`src/rtl/rvl_mbox_responder.sv`:
```
// rtl/rvl_mbox_responder.sv - user-clock mailbox responder executing debugger register commands
module rvl_mbox_responder #(
    parameter int ADDR_WIDTH = 16,
    parameter int DATA_WIDTH = 32,
    parameter int POLL_DIV   = 256,
    parameter int TIMEOUT    = 1024,
    parameter int BUF_BASE   = 16
) (
    input  logic                  usr_clk,
    input  logic                  usr_rst_n,
    output logic                  usr_ce,
    output logic                  usr_we,
    output logic [ADDR_WIDTH-1:0] usr_addr,
    output logic [DATA_WIDTH-1:0] usr_wdata,
    input  logic [DATA_WIDTH-1:0] usr_rdata,
    output logic                  reg_req,
    output logic                  reg_we,
    output logic [DATA_WIDTH-1:0] reg_addr,
    output logic [DATA_WIDTH-1:0] reg_wdata,
    input  logic                  reg_ack,
    input  logic [DATA_WIDTH-1:0] reg_rdata,
    output logic                  busy
);

    typedef enum logic [3:0] {
        S_IDLE, S_RD_CMD, S_CHK_CMD, S_RD_BASE, S_CAP_BASE, S_RD_BUF,
        S_CAP_BUF, S_BUS, S_WR_BUF, S_WR_STAT, S_CLR_CMD
    } state_t;

    // RD_CMD and CHK_CMD are part of the poll period, so the idle reload is shortened by two.
    localparam int POLL_RELOAD = (POLL_DIV >= 3) ? POLL_DIV - 3 : 0;

    state_t                state_q, state_d;
    logic [31:0]           poll_q, poll_d;
    logic [31:0]           wait_q, wait_d;
    logic [DATA_WIDTH-1:0] cmd_q, cmd_d;
    logic                  err_q, err_d;
    logic                  busy_q, busy_d;
    logic [7:0]            idx_q, idx_d;
    logic [DATA_WIDTH-1:0] addr_q, addr_d;
    logic [DATA_WIDTH-1:0] wdata_q, wdata_d;
    logic                  we_q, we_d;
    logic [DATA_WIDTH-1:0] rdata_q, rdata_d;

    logic [ADDR_WIDTH-1:0] buf_addr;
    logic                  last_item;
    logic [2:0]            opcode;

    assign buf_addr  = ADDR_WIDTH'(BUF_BASE) + ADDR_WIDTH'(idx_q);
    assign last_item = ((idx_q + 8'd1) == cmd_q[7:0]);
    assign opcode    = usr_rdata[30:28];

    assign busy      = busy_q;
    assign reg_we    = we_q;
    assign reg_addr  = addr_q;
    assign reg_wdata = wdata_q;

    always_ff @(posedge usr_clk or negedge usr_rst_n) begin
        if (!usr_rst_n) begin
            state_q <= S_IDLE;
            poll_q  <= 32'(POLL_DIV - 1);
            wait_q  <= '0;
            cmd_q   <= '0;
            err_q   <= 1'b0;
            busy_q  <= 1'b0;
            idx_q   <= '0;
            addr_q  <= '0;
            wdata_q <= '0;
            we_q    <= 1'b0;
            rdata_q <= '0;
        end else begin
            state_q <= state_d;
            poll_q  <= poll_d;
            wait_q  <= wait_d;
            cmd_q   <= cmd_d;
            err_q   <= err_d;
            busy_q  <= busy_d;
            idx_q   <= idx_d;
            addr_q  <= addr_d;
            wdata_q <= wdata_d;
            we_q    <= we_d;
            rdata_q <= rdata_d;
        end
    end

    always_comb begin
        state_d   = state_q;
        poll_d    = poll_q;
        wait_d    = wait_q;
        cmd_d     = cmd_q;
        err_d     = err_q;
        busy_d    = busy_q;
        idx_d     = idx_q;
        addr_d    = addr_q;
        wdata_d   = wdata_q;
        we_d      = we_q;
        rdata_d   = rdata_q;
        usr_ce    = 1'b0;
        usr_we    = 1'b0;
        usr_addr  = '0;
        usr_wdata = '0;
        reg_req   = 1'b0;

        case (state_q)
            S_IDLE: begin
                if (poll_q == 32'd0) state_d = S_RD_CMD;
                else                 poll_d  = poll_q - 32'd1;
            end
            S_RD_CMD: begin
                usr_ce  = 1'b1;
                state_d = S_CHK_CMD;
            end
            S_CHK_CMD: begin
                cmd_d = usr_rdata;
                idx_d = '0;
                err_d = 1'b0;
                if (!usr_rdata[31]) begin
                    poll_d  = 32'(POLL_RELOAD);
                    state_d = S_IDLE;
                end else if (opcode != 3'd1 && opcode != 3'd2) begin
                    err_d   = 1'b1;
                    state_d = S_WR_STAT;
                end else begin
                    busy_d  = 1'b1;
                    we_d    = (opcode == 3'd1);
                    state_d = S_RD_BASE;
                end
            end
            S_RD_BASE: begin
                usr_ce   = 1'b1;
                usr_addr = ADDR_WIDTH'(1);
                state_d  = S_CAP_BASE;
            end
            S_CAP_BASE: begin
                addr_d = usr_rdata;
                wait_d = '0;
                if (cmd_q[7:0] == 8'd0) state_d = S_WR_STAT;
                else if (we_q)          state_d = S_RD_BUF;
                else                    state_d = S_BUS;
            end
            S_RD_BUF: begin
                usr_ce   = 1'b1;
                usr_addr = buf_addr;
                state_d  = S_CAP_BUF;
            end
            S_CAP_BUF: begin
                wdata_d = usr_rdata;
                wait_d  = '0;
                state_d = S_BUS;
            end
            S_BUS: begin
                reg_req = 1'b1;
                if (reg_ack) begin
                    if (we_q) begin
                        idx_d   = idx_q + 8'd1;
                        addr_d  = addr_q + 1'b1;
                        state_d = last_item ? S_WR_STAT : S_RD_BUF;
                    end else begin
                        rdata_d = reg_rdata;
                        state_d = S_WR_BUF;
                    end
                end else if (wait_q == 32'(TIMEOUT - 1)) begin
                    // Abandon the rest of the burst; idx_q still counts only acked items.
                    err_d   = 1'b1;
                    state_d = S_WR_STAT;
                end else begin
                    wait_d = wait_q + 32'd1;
                end
            end
            S_WR_BUF: begin
                usr_ce    = 1'b1;
                usr_we    = 1'b1;
                usr_addr  = buf_addr;
                usr_wdata = rdata_q;
                idx_d     = idx_q + 8'd1;
                addr_d    = addr_q + 1'b1;
                wait_d    = '0;
                state_d   = last_item ? S_WR_STAT : S_BUS;
            end
            S_WR_STAT: begin
                usr_ce           = 1'b1;
                usr_we           = 1'b1;
                usr_addr         = ADDR_WIDTH'(2);
                usr_wdata[31:0]  = {1'b1, err_q, 6'b0, cmd_q[23:16], 8'b0, idx_q};
                state_d          = S_CLR_CMD;
            end
            S_CLR_CMD: begin
                usr_ce        = 1'b1;
                usr_we        = 1'b1;
                usr_wdata     = cmd_q;
                usr_wdata[31] = 1'b0;
                busy_d        = 1'b0;
                poll_d        = 32'(POLL_RELOAD);
                state_d       = S_IDLE;
            end
            default: state_d = S_IDLE;
        endcase
    end

endmodule

```
`config.mk`:
```
export PLATFORM = sky130hd
export DESIGN_NAME = rvl_mbox_responder
export DESIGN_NICKNAME = d
export VERILOG_FILES = /design/src/rtl/rvl_mbox_responder.sv
export SDC_FILE = /design/constraint.sdc
export NUM_CORES = 1
export LEC_CHECK = 0
export CORE_UTILIZATION = 48
export CTS_CLUSTER_SIZE = 16
export DETAILED_ROUTE_END_ITERATION = 10
export GPL_TIMING_DRIVEN = 0
export PLACE_DENSITY = 0.73
export SLEW_MARGIN = 20
export SYNTH_ARGS = -nofsm -noshare
export SYNTH_HDL_FRONTEND = slang
export SYNTH_SLANG_ARGS = --single-unit
```
`constraint.sdc`:
```
create_clock -name usr_clk -period 2.58 [get_ports usr_clk]
set_input_delay 0.258 -clock usr_clk [delete_from_list [all_inputs] [get_ports usr_clk]]
set_output_delay 0.258 -clock usr_clk [all_outputs]
set_load 0.005 [all_outputs]
```
==> results of run 1 <==
## worst register-to-register path: stages, from the launching register on
cell and delay, ns:
dfstp_2 0.39, inv_1 0.06, ha_1 0.18, or3b_1 0.42
nand2b_1 0.30, or4b_1 0.57, buf_2 0.19, nor3_2 0.14
mux2i_1 0.20
## state kept, by name, indices dropped and copies added, names as in the netlist
register,flops
rdata_q,32
wait_q,32
reg_wdata,32
idx_q,8
poll_q,32
err_q,1
busy,1
reg_we,1
state_q,4
cmd_q,31
reg_addr,32
## routing by layer
layer | vias to the layer above | part of all wire, % | track usage, %
met5 | - | 0 | 0
met4 | 0 | 4.6 | 12.8
met3 | 87 | 7.6 | 6.54
li1 | 4571 | - | -
met1 | 4922 | 41 | 36.0
met2 | 410 | 47 | 45.6
## layout make-up
class | instances | area, um2
sequential | 206 | 5160
clock buffer | 28 | 624
tap | 285 | 357
timing repair buffer | 199 | 2000
buffer | 71 | 482
multi-input combinational | 813 | 5670
inverter | 13 | 48.8
fill | 1863 | 8100
clock inverter | 14 | 130
## cell families (layout without fill, tap and decap cells)
kind of cell	after synthesis	after routing	synth area share (%)
compound gates	241	241	14.5
xor+xnor	17	17	1.48
fa+ha+maj	5	5	0.567
buf+inv	86	325	3.56
flops	206	206	46.8
mux	133	133	13.1
other cells	1	7	0.0340
simple gates	410	410	19.9
## per-stage QoR
step / hold WS (ns) / setup WS (ns)
global placement: 0.471 / -7.71
CTS: 0.339 / 0.00124
detailed placement: 0.272 / -0.715
finish: 0.302 / 0.0352
global route: 0.344 / -0.0965
floorplan: -0.0376 / 0.328
## report_power, final
group	internal, mW	switching [mW]
combinational	0.208	0.175
clock	1.93	1.38
sequential	3.28	0.0338
total	5.42	1.59
## what timing repair did
action | 4_1_cts | 5_1_grt
endpoints found under the setup margin | 79 | 87
pin swaps | 3 | 6
hold buffers | 1 | 0
hold endpoints to repair | 67 | 0
resized for setup | 75 | 50
buffers inserted | 13 | 7
## how the worst min path moves through the flow
| stage | from | to | slack [ns] |
|---|---|---|---|
| 5_1_grt | reg_rdata[11] | rdata_q[11]$_DFFE_PN0P_ | 0.34 |
| 4_1_cts | usr_rst_n | reg_wdata[28]$_DFFE_PN0P_ | 0.34 |
| 3_3_place_gp | poll_q[23]$_DFFE_PN0P_ | poll_q[23]$_DFFE_PN0P_ | 0.47 |
| 3_5_place_dp | usr_rst_n | poll_q[21]$_DFFE_PN0P_ | 0.27 |
| 2_1_floorplan | usr_rst_n | busy$_DFFE_PN0P_ | -0.04 |
| 6_report | usr_rst_n | poll_q[20]$_DFFE_PN0P_ | 0.30 |
## cells in the mapped netlist (16+ instances only)
cell type    n  area, um2
nand3_1     50        250
or3_1       22        138
a21oi_1     64        320
or4_1       22        165
nor3_1      16       80.1
nor2_1      90        338
nand2_1     93        349
o21ai_0     45        225
mux2i_1     37        370
clkbuf_1    41        154
o31ai_1     20        150
a22o_1      16        140
nand4_1     23        144
dfrtp_1    198       4950
buf_2       17       85.1
nor4_1      22        138
mux2_2      96       1080
==> impl_metrics.ini, run 1 <==
[placed_design]
gp_congestion = 0.922
dpl.cell_count = 1568
port-buffer-count = 176
placed_area_um2 = 13200
hpwl_um = 23800

[setup_path]
worstPathMaxFanout = 10
crit_chain = buf_6 > clkbuf_8 > nand2b_4 > buf_4 > clkbuf_8 > nor2_2 > clkdlybuf4s50_1
crit_slowest_cell = clkdlybuf4s50_1
worst_path_largest_cell_delay_ns = 0.50
path_class = flip-flop to primary output
r2r_cells = 8
rr_startpoint = poll_q[0]$_DFFE_PN1P_
cp_common_cell = clkbuf_8
cp.arrival_ns = 2.29
critPathBufInv = 5
cp.depth = 7
worst_setup_path_end_kind = primary output
rrSetupSlack_ns = 0.06
critPathLaunch = state_q[2]$_DFFE_PN0P_
endpoint = usr_wdata[6]
worstSetupStartpointType = flip-flop
crit_family = buffers and inverters
r2r-end = poll_q[22]$_DFFE_PN0P_
cp.required_ns = 2.32

[floorplan]
core_area_um2 = 22600
die_y_um = 154
ios = 184
die_width_um = 154
rows = 55
start_util_pct = 48.9
die_area_um2 = 23600

[synth]
yosysUniqueCellTypes = 73
synth_top_flop_cell = dfrtp_1
ys_seq_area_share_pct = 46.8
syn_area_um2 = 11000
async_flop_share_pct = 100
synth_warnings = 0
syn_inst = 1099
avgSynthCellArea_um2 = 10.0
ys_ff_latch = 206
synth_edf_count = 0

[cells_and_area]
final_nets = 1399
antenna_cells = 0
syn2layout_area_growth_pct = 31.1
drive_above_1_share_pct = 19.3
instances_no_fill = 1629
final_util_pct = 64.1
design_area_um2 = 14500
layout_common_cells = dfrtp_1 (198), clkdlybuf4s50_1 (139), mux2_2 (96)
final_common_cell = dfrtp_1

[timing]
report.final.slew_viol_count = 0
tns_ns = 0
hold_viol_final = 0
period_needed_ns = 2.54
setup_viol = 0
rsz0062_at_grt = yes
slew_headroom_pct = 45.7
worstMarginPinSlew_ns = 0.813
fmax_mhz = 393
finClkSkew_ns = 0.0213
period_share_pct = 98.6

[global_routing]
grt.overflow.total = 0
grt_first_pass_wirelength_um = 52900
antenna_found_initial = 0
grt_pass1_vias = 9765
grt_max_degree = 74
grtUsageTotal_pct = 28.2

[cts]
numCtsBuffers = 23
cts_tree = built
cts_sinks = 206
root_buffer = clkbuf_16
clockBufferDepth = 3
htree_levels = 1
cts.clk_slew.worst_paths_ns = 0.06
clk-insertion-delay-late_ns = 0.53

[detailed_routing]
first_iter_violations = 669
num_vias = 9990
drc = 0
vias_per_cell = 6.13
routed_wl_um = 33500
firstDrtPassIters = 8
routedWlPerCell_um = 20.5
ant_nets = 0

[run_status]
status = completed

[pwr]
pwr_density_cell_nw_per_um2 = 484
power.leakage_nw = 6.29
irDropWorstVdd_mv = 0.536
power_mw = 7.01

[flow_run]
max_cap_violations = 0

[worst_hold_path]
hold_path_class = input port to asynchronous set/reset pin
(Power assumes the default switching activity.)
==> run 2: changes to the inputs <==
--- a/config.mk
+++ b/config.mk
@@ -6,10 +6,12 @@
 export NUM_CORES = 1
 export LEC_CHECK = 0
 export CORE_UTILIZATION = 48
+export CTS_CLUSTER_DIAMETER = 200
 export CTS_CLUSTER_SIZE = 16
 export DETAILED_ROUTE_END_ITERATION = 10
 export GPL_TIMING_DRIVEN = 0
-export PLACE_DENSITY = 0.73
+export PLACE_DENSITY_LB_ADDON = 0.1
+export SKIP_LAST_GASP = 1
 export SLEW_MARGIN = 20
 export SYNTH_ARGS = -nofsm -noshare
 export SYNTH_HDL_FRONTEND = slang
==> impl_metrics.ini, run 2 (synthesis gave the netlist of run 1 again) <==
[run_status]
status = completed

[cts]
cts.clk_slew.worst_paths_ns = 0.07
htree_levels = 1
root_buffer = clkbuf_16
clockBufferDepth = 3
cts_tree = built
clk-insertion-delay-late_ns = 0.49
numCtsBuffers = 16
cts_sinks = 206

[cells_and_area]
design_area_um2 = 14200
final_nets = 1394
layout_common_cells = dfrtp_1 (198), clkdlybuf4s50_1 (141), mux2_2 (96)
drive_above_1_share_pct = 17.9
instances_no_fill = 1614
syn2layout_area_growth_pct = 28.6
final_common_cell = dfrtp_1
final_util_pct = 62.9

[timing]
report.final.slew_viol_count = 0
hold_viol_final = 0
period_share_pct = 97.6
period_needed_ns = 2.52
fmax_mhz = 397
slew_headroom_pct = 40.8
setup_slack_ns = 0.0612
hold_ws_ns = 0.223
tns_ns = 0
finClkSkew_ns = 0.0135
setup_viol = 0
rsz0062_at_grt = yes
worstMarginPinSlew_ns = 0.886

[floorplan]
die_y_um = 154
die_width_um = 154
rows = 55
die_area_um2 = 23600
ios = 184
start_util_pct = 48.9
core_area_um2 = 22600

[detailed_routing]
firstDrtPassIters = 5
first_iter_violations = 692
ant_nets = 0
vias_per_cell = 6.03
routedWlPerCell_um = 20.5
drc = 0
num_vias = 9738
routed_wl_um = 33200

[setup_path]
worst_setup_path_end_kind = primary output
r2r-end = rdata_q[15]$_DFFE_PN0P_
rrSetupSlack_ns = 0.07
path_class = flip-flop to primary output
worst_path_largest_cell_delay_ns = 0.52
worstSetupStartpointType = flip-flop
rr_startpoint = state_q[3]$_DFFE_PN0P_
cp.required_ns = 2.32
cp.arrival_ns = 2.26
crit_chain = buf_6 > buf_6 > buf_12 > mux2i_1 > nor2_1 > a21oi_1 > nor2_1 > clkdlybuf4s50_1
crit_slowest_cell = clkdlybuf4s50_1
r2r_cells = 5
worstPathMaxFanout = 10

[global_routing]
antenna_found_initial = 2
grt.overflow.total = 0
grt_first_pass_wirelength_um = 51900
grt_pass1_vias = 9289
grtUsageTotal_pct = 28.0
grt_max_degree = 97

[placed_design]
hpwl_um = 23600
port-buffer-count = 176
placed_area_um2 = 13200
gp_congestion = 0.857
post-place-ws_ns = -0.635
dpl.cell_count = 1568

[flow_run]
max_cap_violations = 0

[pwr]
irDropWorstVdd_mv = 0.464
pwr_density_cell_nw_per_um2 = 429
power_mw = 6.08
power.leakage_nw = 6.14

[worst_hold_path]
hold_path_class = input port to asynchronous set/reset pin
run 2: how the worst max path moves through the flow:
| stage | from | slack, ns | end |
|---|---|---|---|
| after detailed placement | state_q[0]$_DFFE_PN0P_ | -0.63 | usr_wdata[12] |
| after CTS | state_q[1]$_DFFE_PN0P_ | -0.06 | usr_wdata[9] |
| after global placement | usr_rst_n | -7.76 | rdata_q[5]$_DFFE_PN0P_ |
| final | state_q[0]$_DFFE_PN0P_ | 0.06 | usr_wdata[1] |
| after floorplan | poll_q[0]$_DFFE_PN1P_ | 0.33 | poll_q[22]$_DFFE_PN0P_ |
| after global routing | poll_q[18]$_DFFE_PN0P_ | -0.06 | poll_q[9]$_DFFE_PN0P_ |
run 2: per-layer routing:
metal / track usage [%] / up-vias / part of all wire [%]
li1: - / 4531 / -
met1: 37.9 / 4820 / 43
met2: 45.6 / 339 / 48
met3: 5.44 / 48 / 6.8
met4: 7.86 / 0 / 2.5
met5: 0 / - / 0
run 2: final cells by class:
type,instances,area (um2)
Antenna cell,2,5.00
Buffer,71,462
Clock buffer,23,458
Fill cell,1909,8380
Inverter,13,48.8
Multi-Input combinational cell,813,5650
Sequential cell,206,5160
Tap cell,285,357
Timing Repair Buffer,201,2050
run 2: what timing repair did:
| action | in CTS | in global routing |
|---|---|---|
| cloned | 0 | 1 |
| endpoints found under the hold margin | 31 | 0 |
| gates resized for setup | 67 | 52 |
| setup buffers | 13 | 8 |
| hold buffers | 1 | 0 |
| endpoints found under the setup margin | 73 | 90 |
| pin swaps | 1 | 10 |
run 2: power breakdown:
group	switching, mW	internal (mW)
clock network	1.16	1.23
registers	0.0322	3.28
logic	0.171	0.207
total	1.37	4.72
run 2: worst max-delay path, delay by kind of cell (launching register included):
kind            cells  cell delay, ns
compound gates      1            0.05
buf+inv             4            0.96
mux                 1            0.12
simple gates        2            0.23
flops               1            0.41
==> run 3: changes to the inputs <==
--- a/config.mk
+++ b/config.mk
@@ -11,6 +11,7 @@
 export DETAILED_ROUTE_END_ITERATION = 10
 export GPL_TIMING_DRIVEN = 0
 export PLACE_DENSITY_LB_ADDON = 0.1
+export SKIP_CTS_REPAIR_TIMING = 1
 export SKIP_LAST_GASP = 1
 export SLEW_MARGIN = 20
 export SYNTH_ARGS = -nofsm -noshare
==> impl_metrics.ini, run 3 (synthesis gave the netlist of run 1 again) <==
[run_status]
status = finished with violations
violations = negative setup slack

[timing]
hold_ws_ns = 0.225
worstMarginPinSlew_ns = 0.882
setup_slack_ns = -0.0661
slew_headroom_pct = 41.0
period_share_pct = 103
period_needed_ns = 2.65
fmax_mhz = 378
finClkSkew_ns = 0.0165
hold_viol_final = 0
report.final.slew_viol_count = 0
tns_ns = -0.407
setup_viol = 9
rsz0062_at_grt = yes

[pwr]
power.leakage_nw = 6.34
irDropWorstVdd_mv = 0.431
pwr_density_cell_nw_per_um2 = 422

[global_routing]
grt_first_pass_wirelength_um = 51400
grt_max_degree = 97
grt.overflow.total = 0
antenna_found_initial = 2
grt_pass1_vias = 9159
grtUsageTotal_pct = 27.7

[cells_and_area]
layout_common_cells = dfrtp_1 (197), clkdlybuf4s50_1 (148), mux2_2 (96)
drive_above_1_share_pct = 18.5
regArea_um2 = 5170
design_area_um2 = 14400
final_util_pct = 63.9
final_nets = 1408
fillers = 1882
multi_input_area_um2 = 5640
syn2layout_area_growth_pct = 30.6
final_common_cell = dfrtp_1
instances_no_fill = 1628

[setup_path]
worstSetupStartpointType = flip-flop
r2r-end = reg_addr[25]$_DFFE_PN0P_
rrSetupSlack_ns = -0.01
worstPathMaxFanout = 9
worst_path_largest_cell_delay_ns = 0.50
path_class = flip-flop to primary output
r2r_cells = 10
crit_chain = buf_6 > buf_8 > inv_1 > nor2_4 > a21oi_1 > or2_2 > nor2_1 > clkdlybuf4s50_1
cp.arrival_ns = 2.39
cp.required_ns = 2.32
rr_startpoint = state_q[0]$_DFFE_PN0P_
worst_setup_path_end_kind = primary output
crit_slowest_cell = clkdlybuf4s50_1

[cts]
clk-insertion-delay-late_ns = 0.50
root_buffer = clkbuf_16
cts_sinks = 206
clockBufferDepth = 3
cts.clk_slew.worst_paths_ns = 0.07
htree_levels = 1
cts_tree = built
numCtsBuffers = 16

[detailed_routing]
drc = 0
routedWlPerCell_um = 20.8
first_iter_violations = 750
firstDrtPassIters = 6
routed_wl_um = 33800
num_vias = 9906
ant_nets = 0
vias_per_cell = 6.08

[floorplan]
rows = 55
die_y_um = 154
die_area_um2 = 23600
ios = 184
core_area_um2 = 22600
die_width_um = 154
start_util_pct = 48.9

[placed_design]
placed_area_um2 = 13200
gp_congestion = 0.857
hpwl_um = 23600
dpl.cell_count = 1568
port-buffer-count = 176

[worst_hold_path]
hold_path_class = input port to asynchronous set/reset pin

[flow_run]
max_cap_violations = 0
==> run 3: cell types whose count changed in the layout (fill, tap and decap cells not counted), moves of 2 or more <==
cell / change
clkdlybuf4s15_2: +2
clkdlybuf4s50_1: +7
nor2_2: -3
clkbuf_16: +2
dlymetal6s2s_1: +10
buf_4: +8
nor2_1: +3
clkbuf_8: -2
dlygate4sd2_1: -17
buf_8: +4
==> run 3: area by class of cell <==
| cell class | instances | share of cell area (%) |
|---|---|---|
| sequential | 206 | 35.8 |
| clock buffer | 23 | 3.18 |
| tap | 285 | 2.47 |
| timing repair buffer | 215 | 15.7 |
| multi-input combinational | 813 | 39.1 |
| antenna | 2 | 0.0347 |
| buffer | 71 | 3.37 |
| inverter | 13 | 0.338 |
==> run 3: worst max path at each step <==
stage                                 startpoint                     end  slack, ns  cells after the start
after floorplan            poll_q[0]$_DFFE_PN1P_  poll_q[22]$_DFFE_PN0P_       0.33                      8
after global placement                 usr_rst_n  rdata_q[5]$_DFFE_PN0P_      -7.76                      1
after detailed placement  state_q[0]$_DFFE_PN0P_           usr_wdata[12]      -0.63                      8
after CTS                 state_q[0]$_DFFE_PN0P_            usr_wdata[9]      -1.18                      8
after global routing      state_q[2]$_DFFE_PN0P_             usr_addr[8]      -0.14                      8
final                     state_q[2]$_DFFE_PN0P_             usr_addr[8]      -0.07                      8
==> run 3: per-stage QoR <==
stage	setup WS (ns)	power, mW
final	-0.0661	6.09
after floorplan	0.328	3.46
after detailed placement	-0.635	3.75
after global routing	-0.141	6.28
after global placement	-7.76	3.74
after CTS	-1.18	6.13
==> run 3: power breakdown <==
part | total [mW] | internal, mW | leakage [nW] | switching (mW)
sequential | 3.31 | 3.28 | 2.57 | 0.0321
clock | 2.40 | 1.23 | 0.223 | 1.17
combinational | 0.378 | 0.207 | 3.55 | 0.171
total | 6.09 | 4.72 | 6.34 | 1.37
==> run 3: routing by layer <==
metal	wire length, um	track usage [%]	vias up	part of all wire, %
met5	0	0	-	0
met4	777	7.24	0	2.3
met3	2370	5.52	48	7.0
met2	16200	45.2	373	48
met1	14500	37.6	4919	43
li1	-	-	4566	-
==> run 3: critical path, delay by kind of cell, from the launching register on <==
| family | cells | cell delay, ns |
|---|---|---|
| buffers and inverters | 4 | 0.85 |
| AND/OR/NAND/NOR | 3 | 0.59 |
| flip-flops | 1 | 0.37 |
| AO/OA/AOI/OAI | 1 | 0.09 |
